File: config.mk
export PLATFORM = sky130hd
export DESIGN_NAME = mux_scan_ctrl
export DESIGN_NICKNAME = d
export VERILOG_FILES = /design/src/rtl/mux_scan_ctrl.sv
export SDC_FILE = /design/constraint.sdc
export NUM_CORES = 1
export LEC_CHECK = 0
export CORE_UTILIZATION = 40
export CTS_CLUSTER_DIAMETER = 150
export DETAILED_ROUTE_END_ITERATION = 8
export MAX_ROUTING_LAYER = met4
export PLACE_DENSITY = 0.77
export SYNTH_ARGS = -nofsm -noshare
export SYNTH_HDL_FRONTEND = slang
export SYNTH_SLANG_ARGS = --single-unit
File: constraint.sdc
create_clock -name clk -period 1.32 [get_ports clk]
set_input_delay 0.198 -clock clk [delete_from_list [all_inputs] [get_ports clk]]
set_output_delay 0.198 -clock clk [all_outputs]
set_load 0.01 [all_outputs]
File: src/rtl/mux_scan_ctrl.sv
// Scan sequencer for an external 8:1 (2**SEL_W:1) mux: steps sel through every channel,
// samples y on the last dwell cycle of each, and presents the assembled word with a done pulse.
module mux_scan_ctrl #(
    parameter int SEL_W = 3,
    parameter int DWELL = 1
) (
    input  logic                  clk,
    input  logic                  rst,
    input  logic                  start,
    input  logic                  cont,
    input  logic                  y,
    output logic [SEL_W-1:0]      sel,
    output logic                  busy,
    output logic                  done,
    output logic [(2**SEL_W)-1:0] data_out
);

    localparam int N_CH  = 2 ** SEL_W;
    localparam int CNT_W = (DWELL > 1) ? $clog2(DWELL) : 1;

    typedef enum logic {IDLE, SCAN} state_t;

    state_t            state_q, state_d;
    logic [SEL_W-1:0]  sel_q, sel_d;
    logic [CNT_W-1:0]  dwell_q, dwell_d;
    logic              busy_q, busy_d;
    logic              done_q, done_d;
    logic [N_CH-1:0]   data_q, data_d;
    logic [N_CH-1:0]   shadow_q, shadow_d;

    logic sample_edge;
    logic last_ch;

    assign sample_edge = (state_q == SCAN) && (dwell_q == CNT_W'(DWELL - 1));
    assign last_ch     = (sel_q == SEL_W'(N_CH - 1));

    // State register: every flop, synchronous reset with priority over all inputs.
    always_ff @(posedge clk) begin
        if (rst) begin
            state_q  <= IDLE;
            sel_q    <= '0;
            dwell_q  <= '0;
            busy_q   <= 1'b0;
            done_q   <= 1'b0;
            data_q   <= '0;
            shadow_q <= '0;
        end else begin
            // NOTE: non-blocking so every flop sees the pre-edge value of its neighbours.
            state_q  <= state_d;
            sel_q    <= sel_d;
            dwell_q  <= dwell_d;
            busy_q   <= busy_d;
            done_q   <= done_d;
            data_q   <= data_d;
            shadow_q <= shadow_d;
        end
    end

    always_comb begin
        // NOTE: default first, so no path through the case leaves state_d unassigned (no latch).
        state_d = state_q;
        case (state_q)
            IDLE:    if (start) state_d = SCAN;
            SCAN:    if (sample_edge && last_ch && !cont) state_d = IDLE;
            default: state_d = IDLE;
        endcase
    end

    always_comb begin
        sel_d    = sel_q;
        dwell_d  = dwell_q;
        busy_d   = busy_q;
        done_d   = 1'b0;
        data_d   = data_q;
        shadow_d = shadow_q;
        case (state_q)
            IDLE: begin
                if (start) begin
                    sel_d    = '0;
                    dwell_d  = '0;
                    busy_d   = 1'b1;
                    shadow_d = '0;
                end
            end
            SCAN: begin
                if (!sample_edge) begin
                    dwell_d = dwell_q + CNT_W'(1);
                end else begin
                    shadow_d[sel_q] = y;
                    dwell_d         = '0;
                    if (!last_ch) begin
                        sel_d = sel_q + SEL_W'(1);
                    end else begin
                        // Final channel goes straight into the word; shadow holds the rest.
                        data_d = {y, shadow_q[N_CH-2:0]};
                        done_d = 1'b1;
                        sel_d  = '0;
                        if (cont) shadow_d = '0;
                        else      busy_d   = 1'b0;
                    end
                end
            end
            default: ;
        endcase
    end

    assign sel      = sel_q;
    assign busy     = busy_q;
    assign done     = done_q;
    assign data_out = data_q;

endmodule

==> key figures, run 1 <==
Power and ir drop
  – Logic pwr share: between 10% and 20%
  – Seq pwr share: about half
  – Internal power: between 1 and 1.5 mW
  – Clock Power Share: about 37%
  – Sw frac: 22.70%
  – Pwr/cell area: roughly 850 nW/um2
  – VDD IR max: around 660 uV
  – Power Total: around 1.4 mW
  – Leakage: 0.6355 nW
  – P_sw: roughly 320 uW

Flow run
  – Maxcap violations: 0

Logic synthesis
  – Synthesized flop and latch total: 22
  – Cells after Synth: approximately 110
  – Synth cell types: 26
  – Synth area leaders: dfxtp_1 44%, o32ai_1 6.1%, a311oi_1 5.3%
  – Sequential fraction of the synthesis area: about 44%
  – Avg Cell Area, Syn: 9.149 um2
  – Biggest area consumer among synthesized cells: dfxtp_1
  – Area share of the largest cell type after synthesis: 44.17%
  – Post-Syn Area: between 900 and 1000 um2
  – Syn nets: 117
  – Ys Warns: 0

Route
  – Drt first pass iters: 4
  – Vias: ~960
  – WL met2: 1369 um
  – WL/cell: roughly 15 um
  – DR WL met3: ~89 um
  – Post-DRT Antenna Nets: 0
  – First DRT Iteration DRCs: 19
  – Highest routed layer: met4
  – Via-to-Cell Ratio: about 5.5
  – Drc violations: 0
  – Final WL: about 2600 um
  – Metal-1 WL: 1128 um

Timing
  – Relative slew slack: about four fifths
  – Post-layout min period: about 1.5 ns
  – Max frequency: around 0.67 GHz
  – Unrepaired setup endpoints after global routing: true
  – Tcrit/Tclk final: 112.9%
  – # setup viols final: 13
  – WHS: between 0.4 and 0.5 ns
  – Final Hold Viols: 0
  – Worst Tran Pin Value: between 0.2 and 0.3 ns
  – Max Slew Vio Count: 0
  – Final setup margin: -0.1701 ns
  – Final Skew: 0.002628 ns

Clock network
  – H-tree levels: 1
  – Bufs on Longest Clock Path: 2
  – Post-CTS Hold Buffers: 0
  – CTS Root Cell: clkbuf_4
  – Worst-skew pair later-pin latency: approximately 0.31 ns
  – Sink Count: 22
  – CTS tree: built
  – Number of CTS-inserted buffers: 3
  – Clock transition at path regs: 0.12 ns

Floorplan
  – Die Y: about 52 um
  – Num ports: 18
  – CORE AREA: roughly 2300 um2
  – Die Area: 2697 um2
  – Placement Rows: 17
  – Die width: just over 50 um
  – Initial core utilization: between 40% and 50%

Critical path
  – Data arrival, critical path: about 1.7 ns
  – Most used cell, CP: buf_6
  – Startpoint types: flop
  – CP cell instances: buf_6 -> buf_6 -> or3b_4 -> a311oi_2 -> o32ai_2
  – Slowest-stage cell, CP: dfxtp_4
  – CP Class: reg -> reg
  – Worst path required time: 1.53 ns
  – Crit Path Max Fanout: 6
  – Worst path max stage delay: 0.38 ns
  – Critical Path End Type: flop

GRT
  – Total gr overflow: 0
  – Number of global-route vias before repair: 827
  – Largest net degree at the start of global routing: 29
  – All-layer global routing usage: 20.40%
  – Initial antenna violation count: 0
  – First-pass GRT wire length: 3905 um

Finish
  – Layout cells sized above 1: 44.22%
  – Area Overhead vs Synth: 66.12%
  – Layout Nets: approximately 160
  – Final Util: between 70% and 80%
  – Finished Layout Cells: around 180
  – Antenna diodes: 0

Status
  – Failing checks: setup timing
  – Status: complete, but fails checks

Placed design
  – Port bufs: 17
  – Final GP Congestion: 0.7687
  – Post-Place Cells: between 150 and 200
  – Hpwl dp: 1585 um

Worst hold path
  – Worst hold path class: reg -> reg
==> synthesized netlist by cell type (all sizes together) <==
| library cell | instances |
|---|---|
| and2 | 1 |
| nor3b | 1 |
| nand3 | 6 |
| nor2 | 7 |
| buf | 5 |
| and2b | 1 |
| nand2 | 8 |
| clkbuf | 4 |
| a311oi | 6 |
| nand2b | 6 |
| or3 | 1 |
| or3b | 2 |
| nand3b | 5 |
| nand4 | 1 |
| nor2b | 1 |
| ha | 3 |
| dfxtp | 22 |
| mux2i | 5 |
| a211oi | 1 |
| nor4b | 1 |
| inv | 4 |
| o32ai | 7 |
| o21ai | 3 |
| a21oi | 8 |
==> sequential cells by signal (all words and copies together) (netlist names) <==
name and cells:
busy 1, data_out 8, done 1, dwell_q 1
sel 3, shadow_q 7, state_q 1
==> cells by family after synthesis <==
logic type | Yosys count | synth area share (%)
buffers and inverters | 13 | 6.398
adders and majority gates | 3 | 3.765
AOI/OAI and AO/OA | 25 | 17.69
muxes | 5 | 5.019
and+or+nand+nor | 41 | 22.97
DFF | 22 | 44.17
==> critical path, delay by kind of cell (launching register included) <==
kind	cells	cell delay (ns)
AOI/OAI and AO/OA	2	0.39
buffers and inverters	2	0.22
DFF	1	0.38
and+or+nand+nor	1	0.38
==> path summary, 6_finish.rpt <==
| path | start | cells past startpoint | slack (ns) | end |
|---|---|---|---|---|
| worst max-delay path | sel[1] | 5 | -0.17 | shadow_q[4] |
| worst min-delay path | data_out[5] | 2 | 0.46 | data_out[5] |
| worst max register to register | sel[1] | 5 | -0.17 | shadow_q[4] |
| worst min register to register | data_out[5] | 2 | 0.46 | data_out[5] |
==> cells in the final DEF, fill, tap and decap left out, drive strengths merged <==
cell type      instances
nor3b                  1
nand3b                 5
a311oi                 6
nor2b                  1
nor2                   7
clkdlybuf4s15          3
dlygate4sd2           10
a211oi                 1
a21oi                  8
nand2                  8
nand4                  1
clkbuf                 3
nand2b                 6
buf                   26
bufinv                 1
nand3                  6
and2                   1
mux2i                  5
dfxtp                 22
ha                     3
o32ai                  7
inv                    4
o21ai                  3
or3b                   2
nor4b                  1
clkdlybuf4s50          4
or3                    1
and2b                  1
==> power groups by stage <==
stage	clock (mW)	combinational, mW	sequential, mW
4_1_cts	0.529	0.178	0.682
2_1_floorplan	0	0.0821	0.702
3_3_place_gp	0	0.159	0.697
3_5_place_dp	0	0.165	0.698
5_1_grt	0.553	0.223	0.684
6_report	0.521	0.208	0.682
==> layer usage <==
| layer | vias to the layer above | track usage (%) |
|---|---|---|
| li1 | 473 | - |
| met1 | 464 | 24.24 |
| met2 | 21 | 32.91 |
| met3 | 5 | 2.924 |
| met4 | 0 | 11.26 |
| met5 | - | - |
==> metrics by stage <==
stage / worst slack (ns) / TNS (ns) / cell area, um2
6_report: -0.1701 / -1.446 / 1657
5_1_grt: -0.1882 / -1.682 / 1657
4_1_cts: -0.1143 / -0.7353 / 1481
3_5_place_dp: -0.08492 / -0.3901 / 1335
3_3_place_gp: -0.05635 / -0.2357 / 1335
2_1_floorplan: 0.007411 / 0 / 1021
==> area by class of cell <==
class,count,area (um2)
Clock inverter,1,30.03
Fill cell,158,619.3
Tap cell,28,35.03
Sequential cell,22,454.2
Timing Repair Buffer,43,416.7
Multi-Input combinational cell,74,683.2
Clock buffer,3,22.52
Inverter,4,15.01
==> repair_timing <==
| item | 4_1_cts | 5_1_grt |
|---|---|---|
| resized for setup | 26 | 37 |
| buffers inserted | 2 | 5 |
| pin swaps | 7 | 16 |
| setup endpoints to repair | 23 | 20 |
| cloned | 1 | 0 |
(Power assumes the default switching activity.)
==> inputs of run 2 (changes only) <==
--- a/config.mk
+++ b/config.mk
@@ -7,6 +7,7 @@
 export LEC_CHECK = 0
 export CORE_UTILIZATION = 40
 export CTS_CLUSTER_DIAMETER = 150
+export CTS_CLUSTER_SIZE = 28
 export DETAILED_ROUTE_END_ITERATION = 8
 export MAX_ROUTING_LAYER = met4
 export PLACE_DENSITY = 0.77
==> results of run 2 <==
The final DEF is identical to that of run 1; final timing and power are the same.
==> inputs of run 3 (changes only) <==
--- a/config.mk
+++ b/config.mk
@@ -6,6 +6,7 @@
 export NUM_CORES = 1
 export LEC_CHECK = 0
 export CORE_UTILIZATION = 40
+export CTS_BUF_LIST = sky130_fd_sc_hd__clkbuf_8
 export CTS_CLUSTER_DIAMETER = 150
 export CTS_CLUSTER_SIZE = 28
 export DETAILED_ROUTE_END_ITERATION = 8
==> key figures, run 3 (synthesized netlist as in run 1, its figures left out) <==
Status
  – Status: complete, but fails checks
  – Failing checks: setup timing

Route
  – Post-DRT Antenna Nets: 0 (unchanged)
  – Final WL: 2666 um (+1.5%)
  – Drc violations: 0 (unchanged)
  – Via-to-Cell Ratio: 5.680 (+3.2%)
  – First DRT Iteration DRCs: 18 (-1)
  – WL/cell: 15.50 um (+3.3%)
  – Drt first pass iters: 4 (unchanged)
  – Vias: 977 (+1.5%)

Critical path
  – FF-to-FF path depth: 6 (+1)
  – Startpoint types: flop
  – Worst path max stage delay: 0.38 ns (about the same)
  – Most used cell, CP: ha_4
  – Worst path required time: 1.47 ns (-0.06 ns)
  – R2R Path End: shadow_q[0]
  – CP Class: reg -> reg
  – R2R Setup Slk: -0.09 ns (+0.08 ns)
  – Critical Path End Type: flop
  – Crit-path leading delay family: compound AO/OA/AOI/OAI gates
  – Slowest-stage cell, CP: dfxtp_4
  – Crit Path Max Fanout: 8 (+2)
  – CP cell instances: ha_4 -> buf_4 -> ha_4 -> nand2_8 -> a311oi_2 -> o32ai_2
  – RR Startpoint: sel[0]
  – Data arrival, critical path: 1.56 ns (-0.14 ns)
  – WP buf/inv: 1 (-1)

Clock network
  – Worst-skew pair later-pin latency: 0.26 ns (-0.05 ns)
  – Sink Count: 22 (unchanged)
  – Bufs on Longest Clock Path: 2 (unchanged)
  – CTS Root Cell: clkbuf_8
  – Number of CTS-inserted buffers: 3 (unchanged)
  – Clock transition at path regs: 0.08 ns (-0.04 ns)
  – CTS tree: built
  – Post-CTS Hold Buffers: 0 (unchanged)
  – H-tree levels: 1 (unchanged)

GRT
  – First-pass GRT wire length: 3857 um (-1.2%)
  – Initial antenna violation count: 0 (unchanged)
  – Number of global-route vias before repair: 837 (+1.2%)
  – All-layer global routing usage: 20.35% (-0.050 points)
  – Total gr overflow: 0 (unchanged)
  – Largest net degree at the start of global routing: 29 (unchanged)

Finish
  – Layout cells sized above 1: 40.97% (-3.2 points)
  – Area of the multi-input gates: 691.9 um2 (+1.3%)
  – Antenna diodes: 0 (unchanged)
  – Fill count: 163 (+3.2%)
  – Seq. cell area: 451.7 um2 (-0.55%)
  – Commonest cells after routing, fill and taps aside: 19 x dfxtp_1, 16 x buf_4, 12 x dlygate4sd2_1
  – Area Overhead vs Synth: 66.00% (about the same)
  – Commonest non-fill, non-tap cell in the layout: dfxtp_1
  – Layout Nets: 153 (-1.9%)
  – Max FFs per register: 8 (unchanged)

Floorplan
  – CORE AREA: 2276 um2 (unchanged)
  – Die Area: 2697 um2 (unchanged)
  – Num ports: 18 (unchanged)
  – Placement Rows: 17 (unchanged)
  – Die Y: 51.93 um (unchanged)
  – Die width: 51.93 um (unchanged)
  – Initial core utilization: 43.82% (unchanged)

Power and ir drop
  – Sw frac: 22.02% (-0.68 points)
  – VDD IR max: 666.9 uV (+1.1%)
  – Leakage: 0.6595 nW (+3.8%)
  – Seq pwr share: 44.9% (-3.5 points)
  – Internal power: 1.184 mW (+8.5%)
  – Clock Power Share: 41.4% (+4.5 points)
  – Pwr/cell area: 916.9 nW/um2 (+7.7%)
  – P_sw: 334.3 uW (+4.4%)
  – Logic pwr share: 13.6% (-1.1 points)

Placed design
  – Port bufs: 17 (unchanged)
  – Hpwl dp: 1585 um (unchanged)
  – Final GP Congestion: 0.7687 (unchanged)
  – Place WS: -0.08492 ns (unchanged)

Timing
  – Post-layout min period: 1.412 ns (-0.07764 ns)
  – Setup TNS: -0.6388 ns (+0.8072 ns)
  – Max Slew Vio Count: 0 (unchanged)
  – Unrepaired setup endpoints after global routing: true
  – Tcrit/Tclk final: 107.0% (-5.9 points)
  – Relative slew slack: 79.41% (-0.60 points)
  – # setup viols final: 13 (unchanged)
  – Final Skew: 0.003711 ns (+0.001083 ns)
  – Worst Tran Pin Value: 0.3078 ns (+0.008826 ns)
  – Max frequency: 0.7080 GHz (+5.5%)
  – Final Hold Viols: 0 (unchanged)
  – Final setup margin: -0.09246 ns (+0.07764 ns)

Worst hold path
  – Hold Path Origin: data_out[5]
  – WHS Endpoint: data_out[5]
  – Hold path depth: 2 (unchanged)
  – Worst hold path class: reg -> reg

Flow run
  – Maxcap violations: 0 (unchanged)
-- run 3: changes by cell type in the layout (fill, tap and decap cells not counted), sizes merged --
cell           delta
dlygate4sd2       +2
buf               -3
dlymetal6s2s      +1
clkdlybuf4s15     -3
-- run 3: metal layers --
layer | track usage [%] | up-vias | routed length (um)
li1 | - | 472 | -
met1 | 23.57 | 468 | 1104
met2 | 33.55 | 30 | 1415
met3 | 1.754 | 7 | 90
met4 | 13.06 | 0 | 55
met5 | - | - | 0
-- run 3: power by group through the flow --
stage          logic, mW  registers, mW  clock network, mW
2_1_floorplan     0.0821          0.702                  0
3_3_place_gp       0.159          0.697                  0
3_5_place_dp       0.165          0.698                  0
4_1_cts            0.174          0.681              0.637
5_1_grt            0.220          0.683              0.654
6_report           0.207          0.682              0.629
-- run 3: worst min-delay path: stages (launching register included) --
cell     delay (ns)
dfxtp_1        0.31
nand2_1        0.05
a21oi_1        0.05
-- run 3: cell type report --
cell class | count | share of cell area, %
clock inverter | 1 | 1.814
multi-input combinational | 74 | 41.80
timing repair buffer | 40 | 23.58
sequential | 22 | 27.29
inverter | 4 | 0.9070
tap | 28 | 2.116
clock buffer | 3 | 2.494
-- run 3: timing repair --
| item | CTS | global route |
|---|---|---|
| buffers inserted | 1 | 3 |
| gates cloned | 1 | 0 |
| pin swaps | 5 | 19 |
| gates resized for setup | 24 | 32 |
| setup endpoints to repair | 21 | 19 |
-- run 3: worst max path at each step --
stage	from	endpoint	depth (start not counted)
after floorplan	sel[0]	shadow_q[0]	5
after global placement	start	shadow_q[4]	5
after detailed placement	sel[1]	shadow_q[4]	5
after CTS	sel[1]	data_out[4]	6
after global routing	sel[0]	shadow_q[1]	6
final	sel[0]	shadow_q[0]	6
-- run 3: stage by stage --
| step | power, mW | instance area [um2] | util [%] | cells | hold slack, ns |
|---|---|---|---|---|---|
| global route | 1.557 | 1655 | 72.73 | 172 | 0.4746 |
| detailed placement | 0.8630 | 1335 | 58.66 | 163 | 0.4470 |
| global placement | 0.8564 | 1335 | 58.66 | 163 | 0.4416 |
| CTS | 1.491 | 1484 | 65.20 | 169 | 0.4556 |
| floorplan | 0.7837 | 1021 | - | 109 | 0.2773 |
| finish | 1.518 | 1655 | 72.73 | 172 | 0.4481 |
